### src/rtl/ahb3lite_irq_gen_if.sv
// AHB3-lite slave bus bundle for the interrupt generator.
interface ahb3lite_irq_gen_if;
  logic        HSEL;
  logic [31:0] HADDR;
  logic [31:0] HWDATA;
  logic        HWRITE;
  logic [2:0]  HSIZE;
  logic [2:0]  HBURST;
  logic [3:0]  HPROT;
  logic [1:0]  HTRANS;
  logic        HREADY;
  logic [31:0] HRDATA;
  logic        HREADYOUT;
  logic        HRESP;

  modport master (
    output HSEL, HADDR, HWDATA, HWRITE, HSIZE, HBURST, HPROT, HTRANS, HREADY,
    input  HRDATA, HREADYOUT, HRESP
  );

  modport slave (
    input  HSEL, HADDR, HWDATA, HWRITE, HSIZE, HBURST, HPROT, HTRANS, HREADY,
    output HRDATA, HREADYOUT, HRESP
  );
endinterface

### src/rtl/ahb3lite_irq_gen.sv
// AHB3-lite interrupt generator: level/edge interrupt sources with enable mask.
// Define IRQ_GEN_SYNC_EN to insert a two-flop synchroniser on EXT_IRQ.
module ahb3lite_irq_gen #(
  parameter int unsigned NUM_IRQ = 32
) (
  input  logic               CLK,
  input  logic               RESET,
  ahb3lite_irq_gen_if.slave  ahb,
  input  logic [NUM_IRQ-1:0] EXT_IRQ,
  output logic [NUM_IRQ-1:0] IRQ
);

  localparam logic [2:0] OFF_LEVEL    = 3'd0;
  localparam logic [2:0] OFF_EDGE_SET = 3'd1;
  localparam logic [2:0] OFF_EDGE_LOG = 3'd2;
  localparam logic [2:0] OFF_ENABLE   = 3'd3;
  localparam logic [2:0] OFF_STATUS   = 3'd4;

  typedef enum logic [1:0] {
    IDLE,
    ERR1,
    ERR2
  } state_t;

  state_t state_q, state_d;

  logic       dvalid_q, dvalid_d;
  logic       dwrite_q, dwrite_d;
  logic [2:0] daddr_q,  daddr_d;

  logic [NUM_IRQ-1:0] level_q,  level_d;
  logic [NUM_IRQ-1:0] enable_q, enable_d;
  logic [NUM_IRQ-1:0] log_q,    log_d;
  logic [NUM_IRQ-1:0] irq_q,    irq_d;
  logic [NUM_IRQ-1:0] s_d_q;
  logic [NUM_IRQ-1:0] rising_q;
  logic [NUM_IRQ-1:0] s;

  logic               accept;
  logic               bad_access;
  logic               wr_en;
  logic [NUM_IRQ-1:0] set_vec;
  logic [NUM_IRQ-1:0] clr_vec;
  logic [NUM_IRQ-1:0] edge_pulse;
  logic [31:0]        rdata;

  logic unused_ahb;
  assign unused_ahb = ^{ahb.HADDR[31:5], ahb.HADDR[1:0], ahb.HBURST, ahb.HPROT};

  // ---------------------------------------------------------------------------
  // Address phase decode and response FSM
  // ---------------------------------------------------------------------------
  assign accept     = ahb.HSEL & ahb.HREADY & ahb.HTRANS[1];
  assign bad_access = (ahb.HADDR[4:2] > OFF_STATUS) |
                      (ahb.HSIZE != 3'b010) |
                      (ahb.HWRITE & (ahb.HADDR[4:2] == OFF_STATUS));

  always_comb begin
    state_d  = state_q;
    dvalid_d = 1'b0;
    dwrite_d = dwrite_q;
    daddr_d  = daddr_q;
    unique case (state_q)
      IDLE, ERR2: begin
        state_d = IDLE;
        if (accept) begin
          if (bad_access) begin
            state_d = ERR1;
          end else begin
            dvalid_d = 1'b1;
            dwrite_d = ahb.HWRITE;
            daddr_d  = ahb.HADDR[4:2];
          end
        end
      end
      ERR1:    state_d = ERR2;
      default: state_d = IDLE;
    endcase
  end

  always_ff @(posedge CLK) begin
    if (RESET) begin
      state_q  <= IDLE;
      dvalid_q <= 1'b0;
      dwrite_q <= 1'b0;
      daddr_q  <= '0;
    end else begin
      state_q  <= state_d;
      dvalid_q <= dvalid_d;
      dwrite_q <= dwrite_d;
      daddr_q  <= daddr_d;
    end
  end

  assign ahb.HREADYOUT = RESET | (state_q != ERR1);
  assign ahb.HRESP     = (state_q != IDLE);

  // ---------------------------------------------------------------------------
  // External edge detection
  // ---------------------------------------------------------------------------
`ifdef IRQ_GEN_SYNC_EN
  logic [NUM_IRQ-1:0] sync1_q;
  logic [NUM_IRQ-1:0] sync2_q;

  // Reset preloads the live input so lines already high do not look like edges.
  always_ff @(posedge CLK) begin
    sync1_q <= EXT_IRQ;
    sync2_q <= RESET ? EXT_IRQ : sync1_q;
  end

  assign s = sync2_q;
`else
  assign s = EXT_IRQ;
`endif

  always_ff @(posedge CLK) begin
    s_d_q <= s;
    if (RESET) begin
      rising_q <= '0;
    end else begin
      rising_q <= s & ~s_d_q;
    end
  end

  // ---------------------------------------------------------------------------
  // Register file and interrupt output
  // ---------------------------------------------------------------------------
  assign wr_en = dvalid_q & dwrite_q;

  always_comb begin
    level_d  = level_q;
    enable_d = enable_q;
    set_vec  = '0;
    clr_vec  = '0;
    if (wr_en) begin
      unique case (daddr_q)
        OFF_LEVEL:    level_d  = ahb.HWDATA;
        OFF_EDGE_SET: set_vec  = ahb.HWDATA;
        OFF_EDGE_LOG: clr_vec  = ahb.HWDATA;
        OFF_ENABLE:   enable_d = ahb.HWDATA;
        default:      ;
      endcase
    end
    edge_pulse = rising_q | set_vec;
    log_d      = (log_q & ~clr_vec) | edge_pulse;
    // Next-state LEVEL/ENABLE so a register write reaches IRQ one cycle after its data phase.
    irq_d      = (level_d | edge_pulse) & enable_d;
  end

  always_ff @(posedge CLK) begin
    if (RESET) begin
      level_q  <= '0;
      enable_q <= '0;
      log_q    <= '0;
      irq_q    <= '0;
    end else begin
      level_q  <= level_d;
      enable_q <= enable_d;
      log_q    <= log_d;
      irq_q    <= irq_d;
    end
  end

  assign IRQ = irq_q;

  // ---------------------------------------------------------------------------
  // Read data, valid only during a read data phase
  // ---------------------------------------------------------------------------
  always_comb begin
    rdata = '0;
    if (dvalid_q && !dwrite_q) begin
      unique case (daddr_q)
        OFF_LEVEL:    rdata = level_q;
        OFF_EDGE_LOG: rdata = log_q;
        OFF_ENABLE:   rdata = enable_q;
        OFF_STATUS:   rdata = irq_q;
        default:      rdata = '0;
      endcase
    end
  end

  assign ahb.HRDATA = rdata;

endmodule

### src/flat_wrapper.sv
// flat-port wrapper written by rule: the top's interface ports become plain ports
module ahb3lite_irq_gen_flat 
#(
  parameter int unsigned NUM_IRQ = 32
)
  (CLK, RESET, EXT_IRQ, IRQ, ahb_HSEL, ahb_HADDR, ahb_HWDATA, ahb_HWRITE, ahb_HSIZE, ahb_HBURST, ahb_HPROT, ahb_HTRANS, ahb_HREADY, ahb_HRDATA, ahb_HREADYOUT, ahb_HRESP);
  ahb3lite_irq_gen_if ahb_i ();
  input  logic CLK;
  input  logic RESET;
  input  logic [NUM_IRQ-1:0] EXT_IRQ;
  output logic [NUM_IRQ-1:0] IRQ;
  input wire logic [$bits(ahb_i.HSEL)-1:0] ahb_HSEL;
  input wire logic [$bits(ahb_i.HADDR)-1:0] ahb_HADDR;
  input wire logic [$bits(ahb_i.HWDATA)-1:0] ahb_HWDATA;
  input wire logic [$bits(ahb_i.HWRITE)-1:0] ahb_HWRITE;
  input wire logic [$bits(ahb_i.HSIZE)-1:0] ahb_HSIZE;
  input wire logic [$bits(ahb_i.HBURST)-1:0] ahb_HBURST;
  input wire logic [$bits(ahb_i.HPROT)-1:0] ahb_HPROT;
  input wire logic [$bits(ahb_i.HTRANS)-1:0] ahb_HTRANS;
  input wire logic [$bits(ahb_i.HREADY)-1:0] ahb_HREADY;
  output wire logic [$bits(ahb_i.HRDATA)-1:0] ahb_HRDATA;
  output wire logic [$bits(ahb_i.HREADYOUT)-1:0] ahb_HREADYOUT;
  output wire logic [$bits(ahb_i.HRESP)-1:0] ahb_HRESP;
  assign ahb_i.HSEL = ahb_HSEL;
  assign ahb_i.HADDR = ahb_HADDR;
  assign ahb_i.HWDATA = ahb_HWDATA;
  assign ahb_i.HWRITE = ahb_HWRITE;
  assign ahb_i.HSIZE = ahb_HSIZE;
  assign ahb_i.HBURST = ahb_HBURST;
  assign ahb_i.HPROT = ahb_HPROT;
  assign ahb_i.HTRANS = ahb_HTRANS;
  assign ahb_i.HREADY = ahb_HREADY;
  assign ahb_HRDATA = ahb_i.HRDATA;
  assign ahb_HREADYOUT = ahb_i.HREADYOUT;
  assign ahb_HRESP = ahb_i.HRESP;
  ahb3lite_irq_gen #(.NUM_IRQ(NUM_IRQ)) u_core (.CLK(CLK), .RESET(RESET), .ahb(ahb_i), .EXT_IRQ(EXT_IRQ), .IRQ(IRQ));
endmodule
### config.mk
export PLATFORM = sky130hd
export DESIGN_NAME = ahb3lite_irq_gen_flat
export DESIGN_NICKNAME = d
export VERILOG_FILES = /design/src/rtl/ahb3lite_irq_gen_if.sv /design/src/rtl/ahb3lite_irq_gen.sv /design/src/flat_wrapper.sv
export SDC_FILE = /design/constraint.sdc
export NUM_CORES = 1
export LEC_CHECK = 0
export ABC_AREA = 1
export BUFFER_PORTS_ARGS = -buffer_cell sky130_fd_sc_hd__buf_4
export CAP_MARGIN = 10
export CORE_UTILIZATION = 40
export DETAILED_ROUTE_END_ITERATION = 10
export PLACE_DENSITY_LB_ADDON = 0.2
export SLEW_MARGIN = 10
export SYNTH_ARGS = -nofsm -noshare
export SYNTH_HDL_FRONTEND = slang
export SYNTH_SLANG_ARGS = --single-unit
### constraint.sdc
create_clock -name CLK -period 1.4 [get_ports CLK]
set_input_delay 0.28 -clock CLK [delete_from_list [all_inputs] [get_ports CLK]]
set_output_delay 0.28 -clock CLK [all_outputs]
set_load 0.01 [all_outputs]
# ---- After elaboration in Yosys (flattened, before gate mapping)
# Index checks and enable logic that the tools add are counted.
dict set report totals {
  out_inout_bits 66
  rom_bits 0
  latchBits 0
  elab_cells 60
  regBits 199
  ramBits 0
  mem_count 0
  in_bits 113
}
dict set report classes {
  reduce_logical 8
  mux 14
  shifts 0
  div 0
  mul 0
  add_sub_neg 0
  bitwise_logic 18
  order_cmp 1
  n_eq_ne 9
}
# op count
set ops {}
lappend ops {{$mux 32} 9}
lappend ops {{$pmux 32 s4} 1}
lappend ops {{$and 32x32->32} 3}
lappend ops {{$or 32x32->32} 3}
lappend ops {{$not 32->32} 2}
lappend ops {{$eq 3x2->1 const B} 2}
lappend ops {{$eq 3x3->1 const B} 2}
lappend ops {{$and 1x1->1} 4}
lappend ops {{$pmux 2 s2} 1}
lappend ops {{$eq 3x1->1 const B} 1}
lappend ops {{$gt 3x3->1 const B} 1}
lappend ops {{$logic_not 3->1} 1}
lappend ops {{$ne 3x2->1 const B} 1}
lappend ops {{$not 1->1} 3}
lappend ops {{$or 1x1->1} 3}
lappend ops {{$reduce_and 3->1} 1}
lappend ops {{$reduce_or 3->1} 1}
lappend ops {{$eq 2x1->1 const B} 1}
lappend ops {{$eq 2x2->1 const B} 1}
lappend ops {{$logic_not 2->1} 1}
lappend ops {{$mux 1} 2}
lappend ops {{$mux 2} 1}
lappend ops {{$ne 2x1->1 const B} 1}
lappend ops {{$reduce_bool 2->1} 1}
lappend ops {{3 further kinds} 3}

# ---- Logic depth before layout (Yosys ltp)
dict set report logic_depth {
  depth_word 6
  depth_mapped 9
  depth_no_buf 7
}

# ---- Worst setup path after synthesis
# No wires, ideal clock.
dict set report synth_path {
  path_type {register to output}
  startpoint {register u_core.daddr_q[2]}
  endpoint {output port ahb_HRDATA[1]}
  path_buffers 2
  setup_slack_ps -91
  required_time_ps 1120
  t_arrival_ps 1211
  stages_incl_launch_ff 10
  path_cell_list {dfxtp_1 > buf_2 > inv_2 > nand3_2 > inv_1 > buf_2 > nand2_1 > nand2_1 > nor2_1 > nor2_1}
}
dict set report synth_via {
  elab_chain_cells 3
  elab_cells_between_ends 6
  cone_classes {eq/ne (3); mux (2); reduce/logical (1)}
}
# item line
set synth_lines {}
lappend synth_lines {{start: declaration} ahb3lite_irq_gen.sv:29} ;# logic [2:0] daddr_q, daddr_d;
lappend synth_lines {{start signal: assignment} ahb3lite_irq_gen.sv:91} ;# daddr_q <= daddr_d;
lappend synth_lines {{$eq 3x3->1, or another cell as far along} ahb3lite_irq_gen.sv:172} ;# unique case (daddr_q)
lappend synth_lines {{$pmux 32 s4 *} ahb3lite_irq_gen.sv:172}
lappend synth_lines {{$mux 32 *} ahb3lite_irq_gen.sv:171} ;# if (dvalid_q && !dwrite_q) begin
lappend synth_lines {{end: declaration} flat_wrapper.sv:21} ;# output wire logic [$bits(ahb_i.HRDATA)-1:0] ahb_HRDATA;
# Every way passes the cells marked *; elsewhere a longest branch is shown, timed or not.

# ---- Final worst setup path
dict set report layout_path {
  startpoint {register u_core.daddr_q[1]}
  endpoint {output port ahb_HRDATA[1]}
}
# Same word-level chain as after synthesis.

==> impl_metrics.toml <==
[run_status]
outcome = "finished with violations"
failed_checks = "setup timing"

[power_and_ir_drop]
clockPowerShare_pct = 44.2
power_leakage_nw = 5.45
switching_share_pct = 24.0
intPower_mw = 8.90
irDropWorstVdd_v = 0.000767
seqPwrFrac_pct = 49.9
power.total_mw = 11.7
switchingPower_mw = 2.81
combPwrFrac_pct = 5.9
p_per_area_nw_per_um2 = 966

[routing]
drt-initial-drc-count = 550
wl_um = 28000
wl_per_cell_um = 16.7
remaining_drc_errors = 0
ant_nets = 0
vias = 8517
vias_per_cell = 5.09
drtPass1Iterations = 5

[cells_and_area]
nFillCells = 1868
diodes = 0
syn2layout_area_growth_pct = 45.9
instances_no_fill = 1674
drive_gt1_share_pct = 27.2
final_area_sq_um = 12100
layout_commonest_cell = "nand2_1"
most-common-layout-cells = "nand2_1 (225), nor2_1 (212), dfxtp_1 (194), buf_4 (160), inv_1 (109)"
finalNetCount = 1504

[critical_path]
endpoint_kind = "output pin"
critPathKind = "reg2out"
start_kind = "flip-flop"
cp_max_fo = 22
critPathArrivalTime_ns = 1.76
worstPathRequired_ns = 1.12

[synthesis]
synth_top_area_share_pct = 47.9
synth.area.top_cells = "dfxtp_1 (48%), nand2_1 (12%), nor2_1 (10%)"
ys_warn_count = 0
syn_area_sq_um = 8310
netlist_instances = 1190
synth.net_count = 1303
synth_seq_cells = 199
yosysSeqAreaShare_pct = 47.9
yosysTopAreaCell = "dfxtp_1"
ys_types = 22
avgSynthCellArea_sq_um = 6.99

[floorplan]
die_area_sq_um = 21400
num_rows = 52
fp.dieW_um = 146
die_h_um = 146
initial_core_util_pct = 41.0
core_area_sq_um = 20300
ios = 179

[clock_network]
path_clk_slew_ns = 0.08
clockBufferDepth = 2
clk_latency_ns = 0.45
clock-sinks = 199
htreeDepth = 4
cts_root_buffer = "clkbuf_16"
cts_made_buffers = 17
cts_tree = "done"

[run]
maxCapViolations = 0

[worst_hold_path]
min_path_type = "in2reg"

[grt]
antenna_found_initial = 0
overflow = 0
grt_pass1_wl_um = 41400
grt_use_total_pct = 25.0
grt_pass1_vias = 7853
grt_start_max_net_pins = 44

[placement]
port_buffers = 141
dpl.hpwl_um = 15200
place.detailed.instances = 1576
placed_area_sq_um = 9920
globalplace.congestion = 0.783
dp_slack_ns = -0.220

[timing]
setup_viol = 149
drv_slew = 0
period_share_pct = 146
skew_ns = 0.0125
rsz0062_at_grt = "true"
fin_ws_ns = -0.645
max_freq_mhz = 489
hold_violations = 0
maxSlewHeadroom_pct = 73.4
tightest_slew_ns = 0.400
min_period_ns = 2.04
[flip-flops by register name, indices dropped and copies added (netlist names), 2 cells and up]
| register | count |
|---|---|
| u_core.level_q | 32 |
| u_core.s_d_q | 32 |
| u_core.IRQ | 32 |
| u_core.rising_q | 32 |
| u_core.log_q | 32 |
| u_core.daddr_q | 3 |
| u_core.state_q | 2 |
| u_core.enable_q | 32 |
[cells by family after synthesis]
kind of cell / synth area share (%)
flip-flops: 47.9
buffers and inverters: 9.27
AND/OR/NAND/NOR: 32.1
AO/OA/AOI/OAI: 10.7
[worst paths after layout]
path | start | end | slack (ns) | depth (start not counted)
max reg2reg | u_core.daddr_q[2]$_SDFFE_PP0P_ | u_core.IRQ[12]$_SDFF_PP0_ | -0.56 | 14
min reg2reg | u_core.s_d_q[15]$_DFF_P_ | u_core.rising_q[15]$_SDFF_PP0_ | 0.38 | 1
min | RESET | u_core.level_q[11]$_SDFF_PP0_ | 0.15 | 2
max | u_core.daddr_q[1]$_SDFFE_PP0P_ | ahb_HRDATA[1] | -0.64 | 8
[metrics by stage]
stage	hold WS [ns]	utilization (%)	setup TNS, ns
2_1_floorplan	0.308	-	-0.644
3_3_place_gp	0.369	48.9	-8.80
3_5_place_dp	0.372	48.9	-9.94
4_1_cts	0.139	58.4	-52.16
5_1_grt	0.142	59.7	-64.99
6_report	0.153	59.7	-54.45
[synth_stat cells (all sizes together)]
library cell,instances
clkbuf,26
nor2,234
o21ai,64
nand2,273
nor3,1
or2,1
o21bai,32
buf,43
nand3,101
dfxtp,199
clkinv,1
a21oi,65
inv,114
nand4,36
[power groups by stage]
stage | sequential, mW | clock [mW] | combinational (mW)
after floorplan | 5.96 | 0 | 0.249
after global placement | 5.98 | 0 | 0.552
after detailed placement | 5.98 | 0 | 0.559
after CTS | 5.84 | 5.26 | 0.667
after global routing | 5.86 | 5.49 | 0.745
final | 5.85 | 5.18 | 0.686
[worst max-delay path, cell delays in order (launching register included)]
cell and delay, ns:
dfxtp_4 0.37, nor2_4 0.13, buf_12 0.13, buf_12 0.18, nand3_1 0.09, o21ai_0 0.09, nor2_1 0.10, nor2_2 0.10
buf_4 0.12
[cell type report]
type	instances	area [sq um]	share of cell area (%)
multi-input cells	807	4090	33.7
flip-flops and latches	199	4000	32.9
repair buffers	251	2650	21.8
inverters	115	447	3.68
clock buffers	18	439	3.62
well taps	270	338	2.79
clock inverters	14	178	1.46
[routing by layer]
metal  GRT usage (%)  vias to the layer above  part of all wire [%]
met1            31.5                     4013                    43
met3            4.19                       46                   5.2
met2            43.7                      280                    50
li1                -                     4178                     -
met5               0                        -                     0
met4            7.29                        0                   1.8
[timing repair]
| action | 4_1_cts | 5_1_grt |
|---|---|---|
| gates resized for setup | 145 | 48 |
| hold buffers | 32 | 0 |
| endpoints found under the hold margin | 32 | 0 |
| cloned | 12 | 7 |
| pin swaps | 37 | 14 |
| setup buffers | 13 | 3 |
| setup endpoints to repair | 125 | 162 |
Power figures use the tool's default switching activity.
